$ cat config.mk
export PLATFORM = sky130hd
export DESIGN_NAME = cache_bus_responder
export DESIGN_NICKNAME = d
export VERILOG_FILES = /design/src/rtl/cache_bus_responder.sv
export SDC_FILE = /design/constraint.sdc
export NUM_CORES = 1
export LEC_CHECK = 0
export ABC_AREA = 1
export CAP_MARGIN = 20
export CELL_PAD_IN_SITES_DETAIL_PLACEMENT = 0
export CELL_PAD_IN_SITES_GLOBAL_PLACEMENT = 1
export CORE_MARGIN = 4
export CORE_UTILIZATION = 41
export CTS_BUF_LIST = sky130_fd_sc_hd__clkbuf_8
export CTS_CLUSTER_DIAMETER = 50
export DETAILED_ROUTE_END_ITERATION = 6
export PLACE_DENSITY_LB_ADDON = 0.1
export SYNTH_ARGS = -nofsm -noshare
export SYNTH_HDL_FRONTEND = slang
export SYNTH_SLANG_ARGS = --single-unit
$ cat constraint.sdc
create_clock -name clk -period 3.98 [get_ports clk]
set_input_delay 0.597 -clock clk [delete_from_list [all_inputs] [get_ports clk]]
set_output_delay 0.597 -clock clk [all_outputs]
set_load 0.05 [all_outputs]
$ cat src/rtl/cache_bus_responder.sv
// Bus/snoop responder seen by the L2 cache model: one operation at a time,
// snoop result after SNOOP_LAT cycles, address-derived fill bursts, saturating op counters.
module cache_bus_responder #(
  parameter int SNOOP_LAT = 2,
  parameter int BEATS     = 4,
  parameter int CNT_W     = 16
) (
  input  logic             clk,
  input  logic             rstb,
  input  logic             req_valid,
  output logic             req_ready,
  input  logic [2:0]       req_op,
  input  logic [31:0]      req_addr,
  output logic             snoop_valid,
  output logic [1:0]       snoop_result,
  output logic             data_valid,
  output logic [31:0]      data_out,
  output logic             data_last,
  output logic             done,
  output logic             err,
  output logic [CNT_W-1:0] read_cnt,
  output logic [CNT_W-1:0] write_cnt,
  output logic [CNT_W-1:0] inv_cnt,
  output logic [CNT_W-1:0] rwim_cnt,
  output logic [CNT_W-1:0] hitm_cnt
);

  // state | meaning
  // IDLE  | ready for a new operation
  // SNOOP | waiting out snoop latency; strobes result on its last cycle
  // DATA  | driving fill beats (READ/RWIM)
  // DONE  | one-cycle completion strobe
  // ERR   | one-cycle illegal-op strobe
  typedef enum logic [2:0] {IDLE, SNOOP, DATA, DONE, ERR} state_t;

  localparam int              BW        = (BEATS > 1) ? $clog2(BEATS) : 1;
  localparam logic [BW-1:0]   LAST_BEAT = BW'(BEATS - 1);
  localparam logic [3:0]      LAT_LOAD  = 4'(SNOOP_LAT - 1);
  localparam logic [CNT_W-1:0] CNT_MAX  = '1;

  localparam logic [2:0] OP_READ  = 3'd1;
  localparam logic [2:0] OP_WRITE = 3'd2;
  localparam logic [2:0] OP_INV   = 3'd3;
  localparam logic [2:0] OP_RWIM  = 3'd4;

  state_t         state, state_nx;
  logic [2:0]     op_q;
  logic [31:0]    addr_q;
  logic [3:0]     lat_cnt;
  logic [BW-1:0]  beat;
  logic [1:0]     result_q;
  logic [1:0]     result_dec;
  logic           accept;
  logic           legal;
  logic           fill_op;

  function automatic logic [CNT_W-1:0] sat_inc(input logic [CNT_W-1:0] v);
    return (v == CNT_MAX) ? v : v + CNT_W'(1);
  endfunction

  assign accept     = req_valid && req_ready;
  assign legal      = (req_op >= OP_READ) && (req_op <= OP_RWIM);
  assign fill_op    = (op_q == OP_READ) || (op_q == OP_RWIM);
  assign result_dec = addr_q[1] ? 2'd0 : (addr_q[0] ? 2'd2 : 2'd1);

  assign req_ready    = (state == IDLE);
  assign snoop_valid  = (state == SNOOP) && (lat_cnt == 4'd0);
  // Result is live during the strobe and held afterwards until the next snoop.
  assign snoop_result = snoop_valid ? result_dec : result_q;
  assign data_valid   = (state == DATA);
  assign data_last    = data_valid && (beat == LAST_BEAT);
  assign data_out     = data_valid ? ({addr_q[31:2], 2'b00} + 32'({beat, 2'b00})) : 32'd0;
  assign done         = (state == DONE);
  assign err          = (state == ERR);

  always_comb begin
    state_nx = state;
    case (state)
      IDLE:    if (accept) state_nx = legal ? SNOOP : ERR;
      SNOOP:   if (lat_cnt == 4'd0) state_nx = fill_op ? DATA : DONE;
      DATA:    if (beat == LAST_BEAT) state_nx = DONE;
      DONE:    state_nx = IDLE;
      ERR:     state_nx = IDLE;
      default: state_nx = IDLE;
    endcase
  end

  always_ff @(posedge clk or negedge rstb) begin
    if (!rstb) begin
      state     <= IDLE;
      op_q      <= 3'd0;
      addr_q    <= 32'd0;
      lat_cnt   <= 4'd0;
      beat      <= '0;
      result_q  <= 2'd0;
      read_cnt  <= '0;
      write_cnt <= '0;
      inv_cnt   <= '0;
      rwim_cnt  <= '0;
      hitm_cnt  <= '0;
    end else begin
      state <= state_nx;
      if (accept) begin
        op_q    <= req_op;
        addr_q  <= req_addr;
        lat_cnt <= LAT_LOAD;
      end else if ((state == SNOOP) && (lat_cnt != 4'd0)) begin
        lat_cnt <= lat_cnt - 4'd1;
      end
      beat <= ((state == DATA) && (beat != LAST_BEAT)) ? beat + BW'(1) : '0;
      if (snoop_valid) begin
        result_q <= result_dec;
        if (result_dec == 2'd2) hitm_cnt <= sat_inc(hitm_cnt);
      end
      if (accept) begin
        case (req_op)
          OP_READ:  read_cnt  <= sat_inc(read_cnt);
          OP_WRITE: write_cnt <= sat_inc(write_cnt);
          OP_INV:   inv_cnt   <= sat_inc(inv_cnt);
          OP_RWIM:  rwim_cnt  <= sat_inc(rwim_cnt);
          default:  ;
        endcase
      end
    end
  end

endmodule

Yosys cells after proc, flatten, opt, wreduce, memory -nomap -nowiden:

Cells that the tools add are included.

* register bits: 126
* bits in latches: 0
* memory bits (writable): 0
* bits in read-only memories: 0
* bits of input ports: 38
* logic and storage cells: 77
* memories kept: 0

* $add $sub $neg: 8
* multipliers: 0
* divide/modulo/power cells: 0
* $lt $le $gt $ge: 2
* equal/unequal tests: 21
* shifts and indexed selects: 0
* muxes and demuxes: 13
* bitwise logic cells: 5
* reductions and logical operators: 17

Operators by type and width (count)
* $add A16 B1 Y16 const B: 5
* $eq A16 B16 Y1 const B: 5
* $add A32 B4 Y32: 1
* $mux W32: 1
* $reduce_and A3 Y1: 6
* $eq A3 B2 Y1 const B: 4
* $mux W3: 4
* $eq A3 B1 Y1 const B: 3
* $eq A3 B3 Y1 const B: 3
* $pmux W3 S3: 1
* $mux W2: 4
* $mux W4: 2
* $logic_and A1 B1 Y1: 6
* $ne A2 B1 Y1 const B: 3
* $not A1 Y1: 5
* $eq A2 B2 Y1 const B: 2
* $logic_not A4 Y1: 1
* $reduce_bool A4 Y1: 1
* $sub A4 B1 Y4 const B: 1
* $ge A3 B1 Y1 const B: 1
* $le A3 B3 Y1 const B: 1
* $logic_not A3 Y1: 1
* $add A2 B1 Y2 const B: 1
* $ne A2 B2 Y1 const B: 1
* 3 further kinds: 3

Longest topological paths before layout:

* depth after elaboration: 5
* gate-level depth with buffers: 10

Worst setup path before layout:

Ideal clock, no wire load.

* path type: register to output
* start: reg lat_cnt[0]
* end: out snoop_result[0]
* arrival: 2.395 ns
* setup slack: 0.988 ns
* cell stages (with the launch flop): 7
* buffers on the path: 0
* cell sequence: dfrtp_1 inv_1 ha_1 nand3_1 nor2_4 inv_1 o31ai_1

* word-level cells in the longest chain between the ends: 3

Ends and longest elaborated chain
* from (decl): RTL line 49 `logic [3:0] lat_cnt;`
* from (signal assigned): RTL line 108 `lat_cnt <= lat_cnt - 4'd1;`
* $logic_not A4 Y1: RTL line 67 `assign snoop_valid = (state == SNOOP) && (lat_cnt == 4'd0);`
* $logic_and A1 B1 Y1: RTL line 67
* named net snoop_valid: RTL line 14 `output logic snoop_valid,`
* $mux W2: RTL line 69 `assign snoop_result = snoop_valid ? result_dec : result_q;`
* to (decl): RTL line 15 `output logic [1:0] snoop_result,`

The timed path passes the listed nets, and every way through them passes these cells.

Final worst setup path:

* start: reg beat[0]
* end: out data_out[30]

* word-level cells in the longest chain between the ends: 2

Ends and longest elaborated chain
* from (decl): RTL line 50 `logic [BW-1:0] beat;`
* from (signal assigned): RTL line 110 `beat <= ((state == DATA) && (beat != LAST_BEAT)) ? beat + BW'(1) : '0;`
* $add A32 B4 Y32: RTL line 72 `assign data_out = data_valid ? ({addr_q[31:2], 2'b00} + 32'({beat, 2'b00})) : 32'd0;`
* $mux W32: RTL line 72
* to (decl): RTL line 17 `output logic [31:0] data_out,`

Every way passes these cells.

==> impl_metrics.yaml <==
timing:
  finalClockSkew_ns: 0.02150
  setup_viol: 0
  tightestPinTransition_ns: 0.8755
  rsz0062_at_grt: "false"
  setup-tns-final_ns: 0
  fin_ws_ns: 0.2992
  relSlewSlack: 0.4164
  fmax_mhz: 271.7
  whs_ns: 0.2157
  slew_viol_final: 0
  min_period_ns: 3.681
  fin_crit_sh: 0.9248
  hold_violations: 0
place:
  place_hpwl_mm: 16.29
  portBuffers: 155
  gp_congestion: 0.8846
  dp.cells: 1580
  dp_slack_ns: 0.7350
power_and_ir_drop:
  clock_power_share: 0.217
  pwr-share-comb: 0.423
  p_sw_frac: 0.4501
  pwr-share-seq: 0.360
  internal_power_uw: 2843
  p_switching_uw: 2328
  max-vdd-ir-drop_mv: 0.3253
  p_leak_uw: 0.004537
  pwr_density_cell_nw_per_um2: 511.2
clock_network:
  cts_root_buf: "clkbuf_8"
  cts-hold-fix-buffers: 0
  htreeDepth: 4
  post_cts_buffers: 0
  path_clk_slew_ns: 0.09
  cts.sinks: 126
  clk_latency_ns: 0.44
  cts_buffers: 17
  ctsResizeCount: 0
  cts_buffer_depth: 2
  cts_tree: "yes"
global_route:
  met1_usage: 0.2797
  top_usage_layer: "met2"
  use_met3: 0.04660
  grt_use_met2: 0.3355
  grt_pass1_vias: 7383
  grt.total_usage: 0.2068
  grt_antenna_before_repair: 0
  grt_pass1_wl_mm: 36.56
  overflow: 0
  grt_start_max_net_pins: 91
layout:
  fill_cells: 1962
  diodes: 0
  multi_input_area_um2: 4267
  mostFrequentLayoutCell: "nand2_1"
  final_layout_size_suffix_gt1_frac: 0.05333
  seqCellArea_um2: 3153
  layout.cells.non_filler: 1610
  area_growth_pct: 26.84
  final_cell_mix: "528 x nand2_1, 154 x clkdlybuf4s50_1, 150 x nor2_1, 126 x dfrtp_1, 105 x inv_1"
  layout.nets: 1388
critical_path:
  crit_chain: "ha_1 > fa_1 > nand2_1 > nor2_1 > inv_1 > nor2_1 > nand2_1 > nand2_1 > nand2_1 > nor2_1 > clkdlybuf4s50_1"
  worst_path_max_delay_cell: "clkdlybuf4s50_1"
  cpPeakStageDelay_ns: 0.81
  cpMostUsedCell: "nand2_1"
  critical_path_required_ns: 3.38
  critPathKind: "reg2out"
  cp-end-kind: "primary output"
  arrival_ns: 3.08
  path_max_fanout: 7
  critPathLaunchType: "flip-flop"
routing:
  wl_mm: 21.96
  vias_per_cell: 4.731
  first_pass_iters: 5
  wire_per_inst_um: 13.64
  detailroute.via_count: 7617
  drc: 0
  ant_nets: 0
  drtIter0Drc: 343
run:
  maxCapViolCount: 0
synth:
  synthCells: 1182
  synth-async-reset-ratio: 1.000
  ys.flop_type: "dfrtp_1"
  syn-cell-area_um2: 7975
  synth_edf_count: 0
  yosysUniqueCellTypes: 34
  postSynthAreaPerCell_um2: 6.747
  yosysWarnings: 0
  ys_ff_latch: 126
  synth_seq_area_share: 0.3954
die:
  fp-row-count: 50
  coreArea_um2: 18890
  initial_core_util: 0.4221
  ios: 158
  die-width_um: 147.5
  die_h_um: 147.5
  dieArea_um2: 21750
run_status:
  status: "finished, final reports clean"
min_path:
  hold_path_class: "in2async"
==> state kept, by name (all words and copies together) (netlist names) <==
signal	flops
addr_q	32
hitm_cnt	16
inv_cnt	16
read_cnt	16
rwim_cnt	16
write_cnt	16
lat_cnt	4
op_q	3
state	3
beat	2
result_q	2
==> Yosys cell counts, types with 3 or more instances <==
library cell | n | area, µm²
nand2_1 | 528 | 1982
nor2_1 | 150 | 563.0
dfrtp_1 | 126 | 3153
inv_1 | 102 | 382.9
nand3_1 | 55 | 275.3
o21ai_0 | 53 | 265.3
xnor2_1 | 30 | 262.8
nand4_1 | 26 | 162.7
xor2_1 | 17 | 148.9
a21oi_1 | 12 | 60.06
ha_1 | 10 | 125.1
nor2_2 | 9 | 56.30
buf_4 | 8 | 60.06
buf_2 | 7 | 35.03
inv_2 | 6 | 22.52
nor2_4 | 6 | 67.56
nor3_1 | 5 | 25.02
buf_6 | 4 | 45.04
nand2_2 | 4 | 25.02
nand3_2 | 4 | 40.04
nand2_4 | 3 | 33.78
==> power groups by stage <==
stage | sequential [µW] | clock, µW | combinational (µW)
3_3_place_gp | 1880 | 0 | 2200
4_1_cts | 1860 | 1160 | 2210
2_1_floorplan | 1990 | 0 | 1360
3_5_place_dp | 1880 | 0 | 2210
6_report | 1860 | 1120 | 2190
5_1_grt | 1910 | 1230 | 2400
==> worst max-delay path: cells and delay by family (launching register included) <==
kind | cells | cell delay (ns)
flip-flops | 1 | 0.38
AND/OR/NAND/NOR | 7 | 0.82
adder cells (fa/ha/maj) | 2 | 0.54
buffers and inverters | 2 | 0.90
==> cell type report <==
class                   instances  share of cell area
multi-input cells             927              0.4218
flip-flops and latches        126              0.3117
repair buffers                158              0.1557
inverters                     109             0.04069
well taps                     260             0.03216
clock buffers                  21             0.02857
clock inverters                 9            0.009400
==> layer usage <==
layer / up-vias / share of wire
met2: 179 / 0.46
li1: 3974 / -
met5: - / 0
met4: 0 / 0.013
met3: 19 / 0.059
met1: 3445 / 0.47
==> final timing paths <==
| path | start | endpoint | slack [ns] | cells after the start |
|---|---|---|---|---|
| hold reg to reg | beat[0]$_DFF_PN0_ | beat[0]$_DFF_PN0_ | 0.47 | 1 |
| hold / removal | rstb | inv_cnt[0]$_DFFE_PN0P_ | 0.22 | 1 |
| setup reg to reg | read_cnt[0]$_DFFE_PN0P_ | read_cnt[15]$_DFFE_PN0P_ | 1.92 | 8 |
| max in group asynchronous | rstb | addr_q[4]$_DFFE_PN0P_ | 2.84 | 2 |
| setup / recovery | beat[0]$_DFF_PN0_ | data_out[30] | 0.30 | 11 |
| min in group clk | beat[0]$_DFF_PN0_ | beat[0]$_DFF_PN0_ | 0.47 | 1 |
==> per-stage QoR <==
step,utilization,cell area [µm²],power (µW)
4_1_cts,0.5354,10120,5237
2_1_floorplan,-,7979,3347
6_report,0.5354,10120,5171
5_1_grt,0.5354,10120,5538
3_5_place_dp,0.5151,9732,4089
3_3_place_gp,0.5151,9732,4076
==> logic make-up (layout without fill, tap and decap cells) <==
family,Yosys count,after routing,share of synthesized area
fa+ha+maj,11,11,0.01820
other cells,1,2,0.0004702
buf+inv,130,297,0.07013
compound gates,69,69,0.04691
xor+xnor,47,47,0.05162
flops,126,126,0.3954
simple gates,798,798,0.4173
Power figures use the tool's default switching activity.
